<file path="src/rtl/ro_puf_eval_ctrl_pkg.sv">
// Shared types and default sizing for the ring-oscillator PUF evaluation controller.
// Reset throughout this block is asynchronous and asserted HIGH on rst_n.
package ro_puf_pkg;

    typedef enum logic [2:0] {
        ST_IDLE,
        ST_SETTLE,
        ST_MEASURE,
        ST_COMPARE,
        ST_DONE
    } state_t;

    localparam int DEF_NUM_RO     = 32;
    localparam int DEF_CNT_W      = 16;
    localparam int DEF_SETTLE_CYC = 4;

endpackage

</file>
<file path="src/rtl/ro_puf_eval_ctrl_if.sv">
// Host-side request/result bundle of the PUF evaluation controller.
interface ro_puf_eval_ctrl_if
    import ro_puf_pkg::*;
#(
    parameter int SEL_W     = $clog2(DEF_NUM_RO),
    parameter int WIN_W     = 16,
    parameter int RESP_BITS = 8
);

    logic                 start;
    logic                 abort;
    logic [SEL_W-1:0]     seed_a;
    logic [SEL_W-1:0]     seed_b;
    logic [WIN_W-1:0]     window;
    logic                 busy;
    logic                 done;
    logic                 valid;
    logic [RESP_BITS-1:0] response;
    logic                 tie;

    modport master (
        output start, abort, seed_a, seed_b, window,
        input  busy, done, valid, response, tie
    );

    modport slave (
        input  start, abort, seed_a, seed_b, window,
        output busy, done, valid, response, tie
    );

endinterface

</file>
<file path="src/rtl/ro_puf_eval_ctrl_edge_counter.sv">
// Brings one asynchronous ring output into the clk domain and counts its rising
// edges into a saturating counter. rst_n is asynchronous, active-high.
module ro_edge_counter
    import ro_puf_pkg::*;
#(
    parameter int CNT_W = DEF_CNT_W
) (
    input  logic             clk,
    input  logic             rst_n,
    input  logic             clr,
    input  logic             en,
    input  logic             ro,
    output logic [CNT_W-1:0] count
);

    // [0],[1] form the synchroniser, [2] holds the previous synchronised level.
    logic [2:0] sync_q;
    logic       rise;

    // NOTE: sequential state uses non-blocking assignments so every flop samples
    // pre-edge values; blocking here would collapse the synchroniser chain.
    always_ff @(posedge clk or posedge rst_n) begin
        if (rst_n) begin
            sync_q <= '0;
        end else begin
            sync_q <= {sync_q[1:0], ro};
        end
    end

    assign rise = sync_q[1] & ~sync_q[2];

    always_ff @(posedge clk or posedge rst_n) begin
        if (rst_n) begin
            count <= '0;
        end else if (clr) begin
            count <= '0;
        end else if (en && rise && (count != '1)) begin
            count <= count + CNT_W'(1);
        end
    end

endmodule

</file>
<file path="src/rtl/ro_puf_eval_ctrl.sv">
// Two-bank ring-oscillator PUF measurement controller: per step, select one ring
// per bank, settle, count edges over a window, and shift in one comparison bit.
module ro_puf_eval_ctrl
    import ro_puf_pkg::*;
#(
    parameter int NUM_RO     = DEF_NUM_RO,
    parameter int SEL_W      = $clog2(NUM_RO),
    parameter int CNT_W      = DEF_CNT_W,
    parameter int WIN_W      = 16,
    parameter int SETTLE_CYC = DEF_SETTLE_CYC,
    parameter int RESP_BITS  = 8
) (
    input  logic                clk,
    input  logic                rst_n,
    ro_puf_eval_ctrl_if.slave   bus,
    input  logic                ro_a,
    input  logic                ro_b,
    output logic [SEL_W-1:0]    sel_a,
    output logic [SEL_W-1:0]    sel_b,
    output logic                ro_en
);

    localparam int               K_W         = (RESP_BITS > 1) ? $clog2(RESP_BITS) : 1;
    localparam logic [K_W-1:0]   K_LAST      = K_W'(RESP_BITS - 1);
    localparam logic [WIN_W-1:0] SETTLE_LAST = WIN_W'(SETTLE_CYC - 1);
    localparam logic [SEL_W-1:0] SEL_MASK    = SEL_W'(NUM_RO - 1);

    state_t               state_q, state_d;
    logic [SEL_W-1:0]     seed_a_q, seed_b_q;
    logic [WIN_W-1:0]     win_q;
    logic [WIN_W-1:0]     phase_q;
    logic [K_W-1:0]       k_q;
    logic [RESP_BITS-1:0] resp_q;
    logic                 tie_q;
    logic                 valid_q;
    logic [CNT_W-1:0]     cnt_a, cnt_b;

    logic accept;
    logic abort_run;
    logic settle_end;
    logic measure_end;
    logic step_last;

    assign accept      = (state_q == ST_IDLE) && bus.start && !bus.abort;
    assign abort_run   = (state_q != ST_IDLE) && bus.abort;
    assign settle_end  = (phase_q == SETTLE_LAST);
    assign measure_end = (phase_q == win_q - WIN_W'(1));
    assign step_last   = (k_q == K_LAST);

    always_ff @(posedge clk or posedge rst_n) begin
        if (rst_n) begin
            state_q <= ST_IDLE;
        end else begin
            state_q <= state_d;
        end
    end

    // NOTE: state_d gets its default before the case so that no path leaves it
    // unassigned; a missing default here infers a latch.
    always_comb begin
        state_d = state_q;
        if (abort_run) begin
            state_d = ST_IDLE;
        end else begin
            unique case (state_q)
                ST_IDLE:    if (accept)      state_d = ST_SETTLE;
                ST_SETTLE:  if (settle_end)  state_d = ST_MEASURE;
                ST_MEASURE: if (measure_end) state_d = ST_COMPARE;
                ST_COMPARE: state_d = step_last ? ST_DONE : ST_SETTLE;
                ST_DONE:    state_d = ST_IDLE;
                default:    state_d = ST_IDLE;
            endcase
        end
    end

    always_ff @(posedge clk or posedge rst_n) begin
        if (rst_n) begin
            seed_a_q <= '0;
            seed_b_q <= '0;
            win_q    <= '0;
            phase_q  <= '0;
            k_q      <= '0;
            resp_q   <= '0;
            tie_q    <= 1'b0;
            valid_q  <= 1'b0;
        end else begin
            // phase_q times both SETTLE and MEASURE; it restarts on every state change.
            if ((state_q == ST_IDLE) || (state_d != state_q)) begin
                phase_q <= '0;
            end else begin
                phase_q <= phase_q + WIN_W'(1);
            end

            if (accept) begin
                seed_a_q <= bus.seed_a;
                seed_b_q <= bus.seed_b;
                win_q    <= (bus.window == '0) ? WIN_W'(1) : bus.window;
                k_q      <= '0;
                resp_q   <= '0;
                tie_q    <= 1'b0;
                valid_q  <= 1'b0;
            end

            if ((state_q == ST_COMPARE) && !bus.abort) begin
                resp_q[k_q] <= (cnt_a > cnt_b);
                if (cnt_a == cnt_b) begin
                    tie_q <= 1'b1;
                end
                if (step_last) begin
                    valid_q <= 1'b1;
                end else begin
                    k_q <= k_q + K_W'(1);
                end
            end

            if (abort_run) begin
                valid_q <= 1'b0;
            end
        end
    end

    ro_edge_counter #(.CNT_W(CNT_W)) u_cnt_a (
        .clk   (clk),
        .rst_n (rst_n),
        .clr   (state_q == ST_SETTLE),
        .en    (state_q == ST_MEASURE),
        .ro    (ro_a),
        .count (cnt_a)
    );

    ro_edge_counter #(.CNT_W(CNT_W)) u_cnt_b (
        .clk   (clk),
        .rst_n (rst_n),
        .clr   (state_q == ST_SETTLE),
        .en    (state_q == ST_MEASURE),
        .ro    (ro_b),
        .count (cnt_b)
    );

    // Rings run from the first SETTLE cycle through the last COMPARE cycle.
    assign ro_en = (state_q == ST_SETTLE) || (state_q == ST_MEASURE) || (state_q == ST_COMPARE);
    assign sel_a = ro_en ? ((seed_a_q + SEL_W'(k_q)) & SEL_MASK) : '0;
    assign sel_b = ro_en ? ((seed_b_q + SEL_W'(k_q)) & SEL_MASK) : '0;

    assign bus.busy     = ro_en;
    assign bus.done     = (state_q == ST_DONE);
    assign bus.valid    = valid_q;
    assign bus.response = resp_q;
    assign bus.tie      = tie_q;

endmodule

</file>
<file path="src/flat_wrapper.sv">
// flat-port wrapper written by rule: the top's interface ports become plain ports
module ro_puf_eval_ctrl_flat import ro_puf_pkg::*;
#(
    parameter int NUM_RO     = DEF_NUM_RO,
    parameter int SEL_W      = $clog2(NUM_RO),
    parameter int CNT_W      = DEF_CNT_W,
    parameter int WIN_W      = 16,
    parameter int SETTLE_CYC = DEF_SETTLE_CYC,
    parameter int RESP_BITS  = 8
)
  (clk, rst_n, ro_a, ro_b, sel_a, sel_b, ro_en, bus_start, bus_abort, bus_seed_a, bus_seed_b, bus_window, bus_busy, bus_done, bus_valid, bus_response, bus_tie);
  ro_puf_eval_ctrl_if #(.SEL_W(SEL_W), .WIN_W(WIN_W), .RESP_BITS(RESP_BITS)) bus_i ();
  input  logic clk;
  input  logic rst_n;
  input  logic ro_a;
  input  logic ro_b;
  output logic [SEL_W-1:0] sel_a;
  output logic [SEL_W-1:0] sel_b;
  output logic ro_en;
  input wire logic [$bits(bus_i.start)-1:0] bus_start;
  input wire logic [$bits(bus_i.abort)-1:0] bus_abort;
  input wire logic [$bits(bus_i.seed_a)-1:0] bus_seed_a;
  input wire logic [$bits(bus_i.seed_b)-1:0] bus_seed_b;
  input wire logic [$bits(bus_i.window)-1:0] bus_window;
  output wire logic [$bits(bus_i.busy)-1:0] bus_busy;
  output wire logic [$bits(bus_i.done)-1:0] bus_done;
  output wire logic [$bits(bus_i.valid)-1:0] bus_valid;
  output wire logic [$bits(bus_i.response)-1:0] bus_response;
  output wire logic [$bits(bus_i.tie)-1:0] bus_tie;
  assign bus_i.start = bus_start;
  assign bus_i.abort = bus_abort;
  assign bus_i.seed_a = bus_seed_a;
  assign bus_i.seed_b = bus_seed_b;
  assign bus_i.window = bus_window;
  assign bus_busy = bus_i.busy;
  assign bus_done = bus_i.done;
  assign bus_valid = bus_i.valid;
  assign bus_response = bus_i.response;
  assign bus_tie = bus_i.tie;
  ro_puf_eval_ctrl #(.NUM_RO(NUM_RO), .SEL_W(SEL_W), .CNT_W(CNT_W), .WIN_W(WIN_W), .SETTLE_CYC(SETTLE_CYC), .RESP_BITS(RESP_BITS)) u_core (.clk(clk), .rst_n(rst_n), .bus(bus_i), .ro_a(ro_a), .ro_b(ro_b), .sel_a(sel_a), .sel_b(sel_b), .ro_en(ro_en));
endmodule
</file>
<file path="config.mk">
export PLATFORM = sky130hd
export DESIGN_NAME = ro_puf_eval_ctrl_flat
export DESIGN_NICKNAME = d
export VERILOG_FILES = /design/src/rtl/ro_puf_eval_ctrl_pkg.sv /design/src/rtl/ro_puf_eval_ctrl_if.sv /design/src/rtl/ro_puf_eval_ctrl_edge_counter.sv /design/src/rtl/ro_puf_eval_ctrl.sv /design/src/flat_wrapper.sv
export SDC_FILE = /design/constraint.sdc
export NUM_CORES = 1
export LEC_CHECK = 0
export ABC_AREA = 1
export ABC_CLOCK_PERIOD_IN_PS = 5600
export CORE_MARGIN = 3
export CORE_UTILIZATION = 62
export CTS_CLUSTER_SIZE = 16
export DETAILED_ROUTE_END_ITERATION = 10
export HOLD_SLACK_MARGIN = 0.15
export PLACE_DENSITY = 0.85
export SETUP_SLACK_MARGIN = 0.3
export SLEW_MARGIN = 15
export SYNTH_ARGS = -nofsm -noshare
export SYNTH_HDL_FRONTEND = slang
export SYNTH_SLANG_ARGS = --single-unit
</file>
<file path="constraint.sdc">
create_clock -name clk -period 5.6 [get_ports clk]
set_input_delay 1.12 -clock clk [delete_from_list [all_inputs] [get_ports clk]]
set_output_delay 1.12 -clock clk [all_outputs]
set_load 0.02 [all_outputs]
</file>
==> impl_metrics.env <==
export IMPL_status="finished, final reports clean"
export IMPL_cts_root_buf="clkbuf_8"
export IMPL_dp_final_hpwl_mm=10.2
export IMPL_worst_slew_pin_slew_ns=0.925
export IMPL_die_h_um=103
export IMPL_cts_tree="built"
export IMPL_cts_max_level=3
export IMPL_path_clk_slew_ns=0.10
export IMPL_cp_common_cell="nand2_1"
export IMPL_period_share=0.639
export IMPL_rsz0062_at_grt="false"
export IMPL_syn_area_per_cell_um2=7.80
export IMPL_ys_types=47
export IMPL_maxSlewHeadroom=0.383
export IMPL_finalHoldViolations=0
export IMPL_ys_top_cells_by_area="dfrtp_1 41%, nand2_1 11%, inv_1 6.4%, ha_1 6.0%, nor2_1 4.3%"
export IMPL_vias=5133
export IMPL_drive_above_1_share=0.0899
export IMPL_p_leak_nw=3.06
export IMPL_nNetsFinal=869
export IMPL_regArea_mm2=0.00240
export IMPL_period_minus_slack_ns=3.58
export IMPL_final_setup_tns_ns=0
export IMPL_drc_errors=0
export IMPL_synthArstFlopShare=1.00
export IMPL_yosysTopAreaCellShare=0.411
export IMPL_yosysTopAreaCell="dfrtp_1"
export IMPL_multi_input_area_mm2=0.00297
export IMPL_synth_ff_type="dfrtp_1"
export IMPL_syn2layout_area_growth_pct=14.2
export IMPL_setup_viol=0
export IMPL_grt_start_max_net_pins=54
export IMPL_synth_edff_count=0
export IMPL_routed_wl_mm=13.3
export IMPL_critPathRequiredTime_ns=4.48
export IMPL_die_area_mm2=0.0106
export IMPL_cp_end_kind="primary output"
export IMPL_path_class="flop to primary output"
export IMPL_grt_overflow=0
export IMPL_path_cells="ha_1 -> nand2_1 -> nand2_1 -> a31oi_1 -> o21ai_0 -> a21oi_1 -> clkdlybuf4s50_1"
export IMPL_max_freq_mhz=280
export IMPL_start_util=0.655
export IMPL_clk_latency_ns=0.37
export IMPL_synthCells=750
export IMPL_grt_pass1_wl_mm=22.5
export IMPL_cts_setup_buffers=0
export IMPL_ios=55
export IMPL_n_fill_cell=665
export IMPL_power_density_mw_per_mm2=337
export IMPL_p_total_mw=2.25
export IMPL_grt_pass1_vias=5029
export IMPL_gp_congestion=0.918
export IMPL_drtPass1Iterations=5
export IMPL_antennaDiodeCount=0
export IMPL_synth_most_common_cell="nand2_1"
export IMPL_ys_seq_area_frac=0.411
export IMPL_cts_buffers=9
export IMPL_yosys_warnings=0
export IMPL_cts_hold_fix_buffers=0
export IMPL_drt_iter0_markers=285
export IMPL_clockBufferDepth=2
export IMPL_ys_ff_latch=96
export IMPL_fin_worst_skew_ns=0.0105
export IMPL_track_usage=0.265
export IMPL_clkSinkCount=96
export IMPL_vias_per_cell=5.58
export IMPL_cp_arrival_ns=2.46
export IMPL_ant_nets=0
export IMPL_worst_path_max_delay_cell="clkdlybuf4s50_1"
export IMPL_critical_path_max_fanout=7
export IMPL_syn_num_nets=812
export IMPL_die_w_um=103
export IMPL_slew_viol_final=0
export IMPL_core_region_area_mm2=0.00893
export IMPL_slowest_delay_ns=0.62
export IMPL_maxCapViolCount=0
export IMPL_wl_per_cell_um=14.5
export IMPL_synthTopCellsByCount="179 x nand2_1, 100 x inv_1, 96 x dfrtp_1"
export IMPL_cts_resized=0
export IMPL_num_rows=34
export IMPL_hold_class="flop to flop"
export IMPL_synth_area_mm2=0.00585
export IMPL_start_kind="flop"
export IMPL_irDropWorstVdd_uv=246
export IMPL_port_buffers=54
export IMPL_antenna_found_initial=0
[stage by stage]
step	hold WS, ns	util	instances	area (µm²)	setup WS [ns]
finish	0.363	0.748	920	6680	2.02
global route	0.375	0.748	920	6680	1.82
CTS	0.364	0.748	920	6680	2.00
detailed placement	0.342	0.726	904	6480	2.25
global placement	0.333	0.726	904	6480	2.40
floorplan	0.331	-	750	5850	1.97
[critical path: cells and delay by family, from the launching register on]
kind | cells | cell delay (ns)
flops | 1 | 0.49
simple gates | 2 | 0.17
compound gates | 3 | 0.42
buf+inv | 1 | 0.62
fa+ha+maj | 1 | 0.40
[per-layer routing]
layer | global-route usage | wire length, µm | up-vias
met5 | 0 | 0 | -
met4 | 0.0837 | 271 | 0
met3 | 0.0359 | 679 | 28
met2 | 0.439 | 6230 | 173
met1 | 0.363 | 6150 | 2406
li1 | - | - | 2526
[layout by cell type (no fill, tap or decap), types with 4 or more instances in the layout]
cell type and n:
nor3_2 5, dfrtp_1 96, clkbuf_8 9, xnor2_1 9, nand2_2 7, nand4_1 9
nor2_2 7, nor4_1 6, nor2_4 15, nor2_1 67, o21ai_0 49, clkdlybuf4s50_1 54
inv_2 9, nand2_1 179, a21oi_1 32, inv_1 99, ha_1 28, a31oi_1 4
nand3_1 42, nor3_1 23, xor2_1 14
[logic make-up after synthesis]
kind of cell	synth area share
adder cells (fa/ha/maj)	0.0667
flip-flops	0.411
buffers and inverters	0.0821
XOR/XNOR	0.0372
AO/OA/AOI/OAI	0.0954
AND/OR/NAND/NOR	0.308
[power by group]
| part | switching (mW) | internal [mW] |
|---|---|---|
| clock | 0.254 | 0.212 |
| combinational | 0.546 | 0.313 |
| sequential | 0.128 | 0.798 |
| total | 0.928 | 1.32 |
[cell type report]
| type | instances | area share |
|---|---|---|
| inverters | 111 | 0.0625 |
| multi-input cells | 532 | 0.444 |
| clock inverters | 5 | 0.00992 |
| repair buffers | 57 | 0.0843 |
| clock buffers | 11 | 0.0197 |
| well taps | 108 | 0.0202 |
| flip-flops and latches | 96 | 0.359 |
[registers in the layout, indices dropped and copies added (netlist names)]
name                   count
u_core.u_cnt_a.sync_q      3
u_core.k_q                 3
u_core.bus.valid           1
u_core.state_q             3
u_core.seed_b_q            5
u_core.win_q              16
u_core.u_cnt_a.count      16
u_core.bus.tie             1
u_core.seed_a_q            5
u_core.u_cnt_b.count      16
u_core.u_cnt_b.sync_q      3
u_core.phase_q            16
u_core.bus.response        8
[worst paths after layout]
path | slack, ns | from | cells past startpoint | end
hold / removal | 0.36 | u_core.u_cnt_b.sync_q[0] | 0 | u_core.u_cnt_b.sync_q[1]
setup / recovery | 2.02 | u_core.k_q[2] | 7 | sel_a[3]
min in group asynchronous | 1.24 | rst_n | 2 | u_core.u_cnt_b.count[12]
hold reg to reg | 0.36 | u_core.u_cnt_b.sync_q[0] | 0 | u_core.u_cnt_b.sync_q[1]
setup reg to reg | 3.02 | u_core.win_q[0] | 14 | u_core.phase_q[4]
max in group asynchronous | 3.30 | rst_n | 3 | u_core.seed_a_q[3]
Note: power is estimated with default switching activity, not from simulation.
